`config.mk`:
```
export PLATFORM = sky130hd
export DESIGN_NAME = paddle_position_filter
export DESIGN_NICKNAME = d
export VERILOG_FILES = /design/src/rtl/ping_pong_pkg.sv /design/src/rtl/pos_channel.sv /design/src/rtl/paddle_position_filter.sv
export SDC_FILE = /design/constraint.sdc
export NUM_CORES = 1
export LEC_CHECK = 0
export CAP_MARGIN = 20
export CORE_MARGIN = 3
export CORE_UTILIZATION = 60
export DETAILED_ROUTE_END_ITERATION = 8
export GPL_TIMING_DRIVEN = 0
export PLACE_DENSITY = 0.79
export SLEW_MARGIN = 25
export SYNTH_ARGS = -nofsm -noshare
export SYNTH_HDL_FRONTEND = slang
export SYNTH_SLANG_ARGS = --single-unit
```
`constraint.sdc`:
```
create_clock -name CLOCK_50MHz -period 5.5 [get_ports CLOCK_50MHz]
set_input_delay 1.375 -clock CLOCK_50MHz [delete_from_list [all_inputs] [get_ports CLOCK_50MHz]]
set_output_delay 1.375 -clock CLOCK_50MHz [all_outputs]
set_load 0.05 [all_outputs]
```
`src/rtl/ping_pong_pkg.sv`:
```
// Shared constants for the Ping-Pong paddle path: ADC sample width,
// default paddle geometry and hysteresis, and the centre position.
package ping_pong_pkg;

    localparam int ADC_W        = 12;
    localparam int AVG_LOG2_DEF = 3;
    localparam int POS_W_DEF    = 10;
    localparam int POS_MAX_DEF  = 440;
    localparam int HYST_DEF     = 4;
    localparam int POS_CENTRE   = POS_MAX_DEF / 2;

    // Centre of the travel range for an arbitrary POS_MAX (integer division).
    function automatic int centre_of(input int pos_max);
        return pos_max / 2;
    endfunction

endpackage

```
`src/rtl/pos_channel.sv`:
```
// One paddle channel: window accumulator (stage A), scale to paddle travel
// (stage B) and hysteresis on the output position (stage C). The window
// count and the stage valids are shared and come from the top level.
module pos_channel
    import ping_pong_pkg::*;
#(
    parameter int AVG_LOG2 = AVG_LOG2_DEF,
    parameter int POS_W    = POS_W_DEF,
    parameter int POS_MAX  = POS_MAX_DEF,
    parameter int HYST     = HYST_DEF
) (
    input  logic             clk,
    input  logic             rst,
    input  logic             sample_en,
    input  logic             last_sample,
    input  logic             a_v,
    input  logic             b_v,
    input  logic             first_win,
    input  logic [ADC_W-1:0] data,
    output logic [POS_W-1:0] pos
);

    localparam int ACC_W = ADC_W + AVG_LOG2;
    // avg * (POS_MAX+1) needs ADC_W bits plus the width of POS_MAX+1.
    localparam int MUL_W = ADC_W + POS_W + 1;

    localparam logic [POS_W-1:0] CENTRE_V  = POS_W'(centre_of(POS_MAX));
    localparam logic [POS_W-1:0] POS_MAX_V = POS_W'(POS_MAX);
    localparam logic [POS_W-1:0] HYST_V    = POS_W'(HYST);
    localparam logic [MUL_W-1:0] SCALE_V   = MUL_W'(POS_MAX + 1);

    logic [ACC_W-1:0] acc_q, acc_d;
    logic [ADC_W-1:0] avg_q, avg_d;
    logic [POS_W-1:0] scl_q, scl_d;
    logic [POS_W-1:0] pos_q, pos_d;

    logic [ACC_W-1:0] acc_sum;
    logic [MUL_W-1:0] prod;
    logic [POS_W-1:0] diff;
    logic             take;

    // Stage A: add the new sample; on the last sample of a window latch the
    // truncated mean and restart the accumulator.
    always_comb begin
        acc_sum = acc_q + ACC_W'(data);
        acc_d   = acc_q;
        avg_d   = avg_q;
        if (sample_en) begin
            if (last_sample) begin
                acc_d = '0;
                avg_d = ADC_W'(acc_sum >> AVG_LOG2);
            end else begin
                acc_d = acc_sum;
            end
        end
    end

    // Stage B: map 0..4095 onto 0..POS_MAX with a single multiply and shift.
    always_comb begin
        prod  = MUL_W'(avg_q) * SCALE_V;
        scl_d = scl_q;
        if (a_v) begin
            scl_d = POS_W'(prod >> ADC_W);
        end
    end

    // Stage C: move only on a large enough change, but always allow the
    // first window and the two end stops so the paddle can reach the walls.
    always_comb begin
        diff  = (scl_q >= pos_q) ? (scl_q - pos_q) : (pos_q - scl_q);
        take  = first_win || (diff >= HYST_V) ||
                (scl_q == '0) || (scl_q == POS_MAX_V);
        pos_d = pos_q;
        if (b_v && take) begin
            pos_d = scl_q;
        end
    end

    // Channel state registers.
    always_ff @(posedge clk) begin
        if (rst) begin
            acc_q <= '0;
            avg_q <= '0;
            scl_q <= '0;
            pos_q <= CENTRE_V;
        end else begin
            acc_q <= acc_d;
            avg_q <= avg_d;
            scl_q <= scl_d;
            pos_q <= pos_d;
        end
    end

    assign pos = pos_q;

endmodule

```
`src/rtl/paddle_position_filter.sv`:
```
// Turns the MAX1379 driver's BUSY/data pair into filtered paddle positions.
// BUSY is synchronised and its falling edge is the sample strobe; a shared
// window counter and valid pipeline drive two identical channel datapaths.
module paddle_position_filter
    import ping_pong_pkg::*;
#(
    parameter int AVG_LOG2 = AVG_LOG2_DEF,
    parameter int POS_W    = POS_W_DEF,
    parameter int POS_MAX  = POS_MAX_DEF,
    parameter int HYST     = HYST_DEF
) (
    input  logic             CLOCK_50MHz,
    input  logic             RESET,
    input  logic             ADC_BUSY,
    input  logic [ADC_W-1:0] ADC_DATA0,
    input  logic [ADC_W-1:0] ADC_DATA1,
    input  logic             FREEZE,
    output logic [POS_W-1:0] POS0,
    output logic [POS_W-1:0] POS1,
    output logic             POS_VALID
);

    localparam logic [AVG_LOG2-1:0] CNT_LAST = AVG_LOG2'((1 << AVG_LOG2) - 1);

    logic                busy_s1_q, busy_s1_d;
    logic                busy_s2_q, busy_s2_d;
    logic                busy_dly_q, busy_dly_d;
    logic [AVG_LOG2-1:0] cnt_q, cnt_d;
    logic                a_v_q, a_v_d;
    logic                b_v_q, b_v_d;
    logic                pos_valid_q, pos_valid_d;
    logic                first_win_q, first_win_d;

    logic strobe;
    logic sample_en;
    logic last_sample;

    // BUSY synchroniser, falling-edge strobe and shared window/valid control.
    always_comb begin
        busy_s1_d   = ADC_BUSY;
        busy_s2_d   = busy_s1_q;
        busy_dly_d  = busy_s2_q;

        strobe      = busy_dly_q & ~busy_s2_q;
        sample_en   = strobe & ~FREEZE;
        last_sample = (cnt_q == CNT_LAST);

        cnt_d = cnt_q;
        if (sample_en) begin
            cnt_d = last_sample ? '0 : cnt_q + 1'b1;
        end

        a_v_d       = sample_en & last_sample;
        b_v_d       = a_v_q;
        pos_valid_d = b_v_q;
        first_win_d = first_win_q & ~b_v_q;
    end

    // Control registers; synchroniser resets high so an idle-high BUSY
    // produces no edge when reset releases.
    always_ff @(posedge CLOCK_50MHz) begin
        if (RESET) begin
            busy_s1_q   <= 1'b1;
            busy_s2_q   <= 1'b1;
            busy_dly_q  <= 1'b1;
            cnt_q       <= '0;
            a_v_q       <= 1'b0;
            b_v_q       <= 1'b0;
            pos_valid_q <= 1'b0;
            first_win_q <= 1'b1;
        end else begin
            busy_s1_q   <= busy_s1_d;
            busy_s2_q   <= busy_s2_d;
            busy_dly_q  <= busy_dly_d;
            cnt_q       <= cnt_d;
            a_v_q       <= a_v_d;
            b_v_q       <= b_v_d;
            pos_valid_q <= pos_valid_d;
            first_win_q <= first_win_d;
        end
    end

    pos_channel #(
        .AVG_LOG2 (AVG_LOG2),
        .POS_W    (POS_W),
        .POS_MAX  (POS_MAX),
        .HYST     (HYST)
    ) u_ch0 (
        .clk         (CLOCK_50MHz),
        .rst         (RESET),
        .sample_en   (sample_en),
        .last_sample (last_sample),
        .a_v         (a_v_q),
        .b_v         (b_v_q),
        .first_win   (first_win_q),
        .data        (ADC_DATA0),
        .pos         (POS0)
    );

    pos_channel #(
        .AVG_LOG2 (AVG_LOG2),
        .POS_W    (POS_W),
        .POS_MAX  (POS_MAX),
        .HYST     (HYST)
    ) u_ch1 (
        .clk         (CLOCK_50MHz),
        .rst         (RESET),
        .sample_en   (sample_en),
        .last_sample (last_sample),
        .a_v         (a_v_q),
        .b_v         (b_v_q),
        .first_win   (first_win_q),
        .data        (ADC_DATA1),
        .pos         (POS1)
    );

    assign POS_VALID = pos_valid_q;

endmodule

```
==> results.tsv <==
stage	metric	value	unit
outcome	status	finished clean	
logic_synthesis	yosysTopAreaCell	ha_1	
worst_setup_path	r2r_setup_slack	0.42	ns
die	ios	49	
place	place_ws	0.502	ns
logic_synthesis	ys_types	73	
global_route	grt_pass1_wl	37700	um
global_route	grt-ovfl-total	0	
detailed_routing	ant_nets	0	
pwr	p_switching	363	uW
sta	drv_slew	0	
clock_tree	worstSkewPairLatency	0.36	ns
worst_setup_path	crit_required	5.71	ns
sta	fin_ws	0.416	ns
logic_synthesis	synth_top_area_share	20.3	%
logic_synthesis	syn_avg_cell_area	8.50	um2
sta	setup_viol	0	
pwr	p_per_area	138	nW/um2
pwr	intPower	1.21	mW
logic_synthesis	synth_edf_count	0	
global_route	grt_pass1_vias	8178	
sta	tightestPinTransition	0.689	ns
detailed_routing	drt-wirelength-per-cell	15.0	um
worst_setup_path	r2r_end	u_ch1.scl_q[7]	
die	start_util	61.7	%
final_layout	drive_above_1_share	3.06	%
pwr	ir_drop	0.160	mV
die	die-width	137	um
detailed_routing	vias	8404	
worst_hold_path	whs_endpoint	busy_dly_d	
logic_synthesis	synth-async-reset-ratio	0	%
sta	hold_viol	0	
worst_hold_path	hp-class	reg -> reg	
final_layout	final_cell_mix	inv_1, ha_1, nor2_1	
logic_synthesis	ys_seq_elements	100	
worst_setup_path	worstSetupStartpointType	register	
final_layout	syn_to_final_growth	10.5	%
clock_tree	h-tree-depth	3	
pwr	clock_power_share	45.8	%
final_layout	final_cell_area	11400	um2
clock_tree	clock-sinks	100	
pwr	p_leak	5.56	nW
detailed_routing	drt_first_iter_violations	361	
die	dieArea	18800	um2
logic_synthesis	ys.flop_type	dfxtp_1	
worst_setup_path	r2r-start	u_ch1.avg_q[4]	
logic_synthesis	ys_seq_area_share	19.4	%
global_route	gr-usage-all-layers	24.9	%
final_layout	final_common_cell	inv_1	
clock_tree	path_clk_slew	0.07	ns
clock_tree	clockBufferDepth	2	
detailed_routing	drc_errors	0	
global_route	grt_start_max_net_pins	18	
worst_setup_path	crit_path_end_kind	register	
place	io_buffers	46	
logic_synthesis	synth_cells	1212	
worst_setup_path	crit_type	reg -> reg	
worst_setup_path	crit_fanout	6	
die	die_h	137	um
pwr	p_comb_share	7.7	%
logic_synthesis	yosys_warnings	0	
clock_tree	postCtsSetupRepairBufs	0	
final_layout	diodes	0	
final_layout	final_nets	1539	
clock_tree	clockRootBuffer	clkbuf_16	
job	max-cap-violations	0	
worst_hold_path	holdPathStages	1	
clock_tree	cts_resized	0	
clock_tree	cts_tree	built	
sta	min_period_over_period	92.4	%
place	gp_congestion	0.889	
sta	fin_crit	5.08	ns
place	placed_area	11000	um2
place	hpwl	18300	um
worst_setup_path	worst_r2r_path_depth	18	
die	num_rows	47	
clock_tree	holdBufCountCts	0	
sta	fin_hold_ws	0.441	ns
sta	skew	0.00784	ns
worst_setup_path	cp.arrival	5.29	ns
detailed_routing	drt-vias-per-instance	5.62	
worst_hold_path	min_from	busy_s1_q	
detailed_routing	routed_wl	22500	um
sta	rsz0062_at_grt	no	
pwr	power.share.sequential	46.5	%
sta	timing.fmax	197	MHz
pwr	switching_share	23.1	%
clock_tree	numCtsBuffers	9	
die	core	16700	um2
detailed_routing	firstDrtPassIters	8	
global_route	antenna_found_initial	0	
sta	tns	0	ns
sta	timing.slew.headroom	54.1	%
logic_synthesis	netlist_area	10300	um2
logic_synthesis	yosys-top-cells-area	ha_1, dfxtp_1, fa_1	
[cells by family (layout without fill, tap and decap cells)]
group                      Yosys count  count (layout)  synth area share, %
and+or+nand+nor                    338             338                 15.3
adders and majority gates          241             241                 34.7
AOI/OAI and AO/OA                  238             238                 15.7
buffers and inverters              221             283                 8.37
DFF                                100             100                 19.4
xor gates and xnor gates            49              49                 4.17
muxes                               24              24                 2.36
other                                1               2               0.0364
[cell usage after synthesis, drive strengths merged (9+ instances only)]
master,n
mux2i,22
nand2b,18
or3,12
inv,184
and3,9
nor3,36
xor2,18
a22oi,17
a21oi,86
fa,74
ha,167
o21a,14
a21o,22
clkbuf,25
nor2,124
buf,10
nand3,23
dfxtp,100
o21ai,24
nand2,75
a211oi,12
xnor2,31
[routing by layer]
metal | wire, um | up-vias | track usage [%]
met2 | 11000 | 169 | 43.8
met3 | 862 | 39 | 3.31
li1 | - | 4218 | -
met5 | 0 | - | 0
met1 | 10200 | 3978 | 31.8
met4 | 463 | 0 | 7.21
[flip-flops by register name, indices dropped and copies added (netlist names), 3 cells and up]
register / flops
u_ch0.acc_q: 15
u_ch1.pos: 9
cnt_q: 3
u_ch1.avg_q: 12
u_ch0.pos: 9
u_ch0.scl_q: 9
u_ch1.acc_q: 15
u_ch1.scl_q: 9
u_ch0.avg_q: 12
[final cells by class]
class,count,area [um2]
clock buffer,11,253
timing repair buffer,46,460
fill,1371,5320
sequential,100,2000
multi-input combinational,892,7440
buffer,35,164
clock inverter,5,88.8
inverter,186,698
tap,220,275
[power groups by stage]
| stage | logic (mW) | clock network, mW | registers (mW) |
|---|---|---|---|
| global route | 0.132 | 0.757 | 0.732 |
| finish | 0.120 | 0.720 | 0.732 |
| floorplan | 0.0749 | 0 | 0.748 |
| global placement | 0.117 | 0 | 0.748 |
| detailed placement | 0.118 | 0 | 0.748 |
| CTS | 0.120 | 0.730 | 0.732 |
[how the worst max path moves through the flow]
stage	startpoint	endpoint	cells past startpoint	slack [ns]
6_report	u_ch1.avg_q[4]	u_ch1.scl_q[7]	18	0.42
5_1_grt	u_ch0.avg_q[6]	u_ch0.scl_q[7]	18	0.17
4_1_cts	u_ch1.avg_q[4]	u_ch1.scl_q[8]	18	0.46
3_5_place_dp	u_ch1.avg_q[4]	u_ch1.scl_q[7]	18	0.50
3_3_place_gp	u_ch1.avg_q[4]	u_ch1.scl_q[7]	18	0.54
2_1_floorplan	u_ch1.avg_q[6]	u_ch1.scl_q[7]	18	0.92
[worst max-delay path, stage by stage (launching register included)]
cell	delay (ns)
dfxtp_1	0.49
inv_1	0.15
fa_1	0.52
inv_1	0.04
ha_1	0.26
inv_1	0.05
fa_1	0.53
inv_1	0.06
fa_1	0.49
ha_1	0.32
nand4_1	0.07
o221ai_1	0.22
o41a_1	0.41
a41o_1	0.31
o41a_1	0.38
a21oi_1	0.24
o21bai_1	0.10
xnor2_1	0.16
o22ai_1	0.11
[per-stage QoR]
stage                     std cells  util [%]  total power [mW]
after floorplan                1213         -             0.823
after global placement         1479      66.1             0.865
after detailed placement       1479      66.1             0.867
after CTS                      1495      68.2              1.58
after global routing           1495      68.2              1.62
final                          1495      68.2              1.57
(Power assumes the default switching activity.)
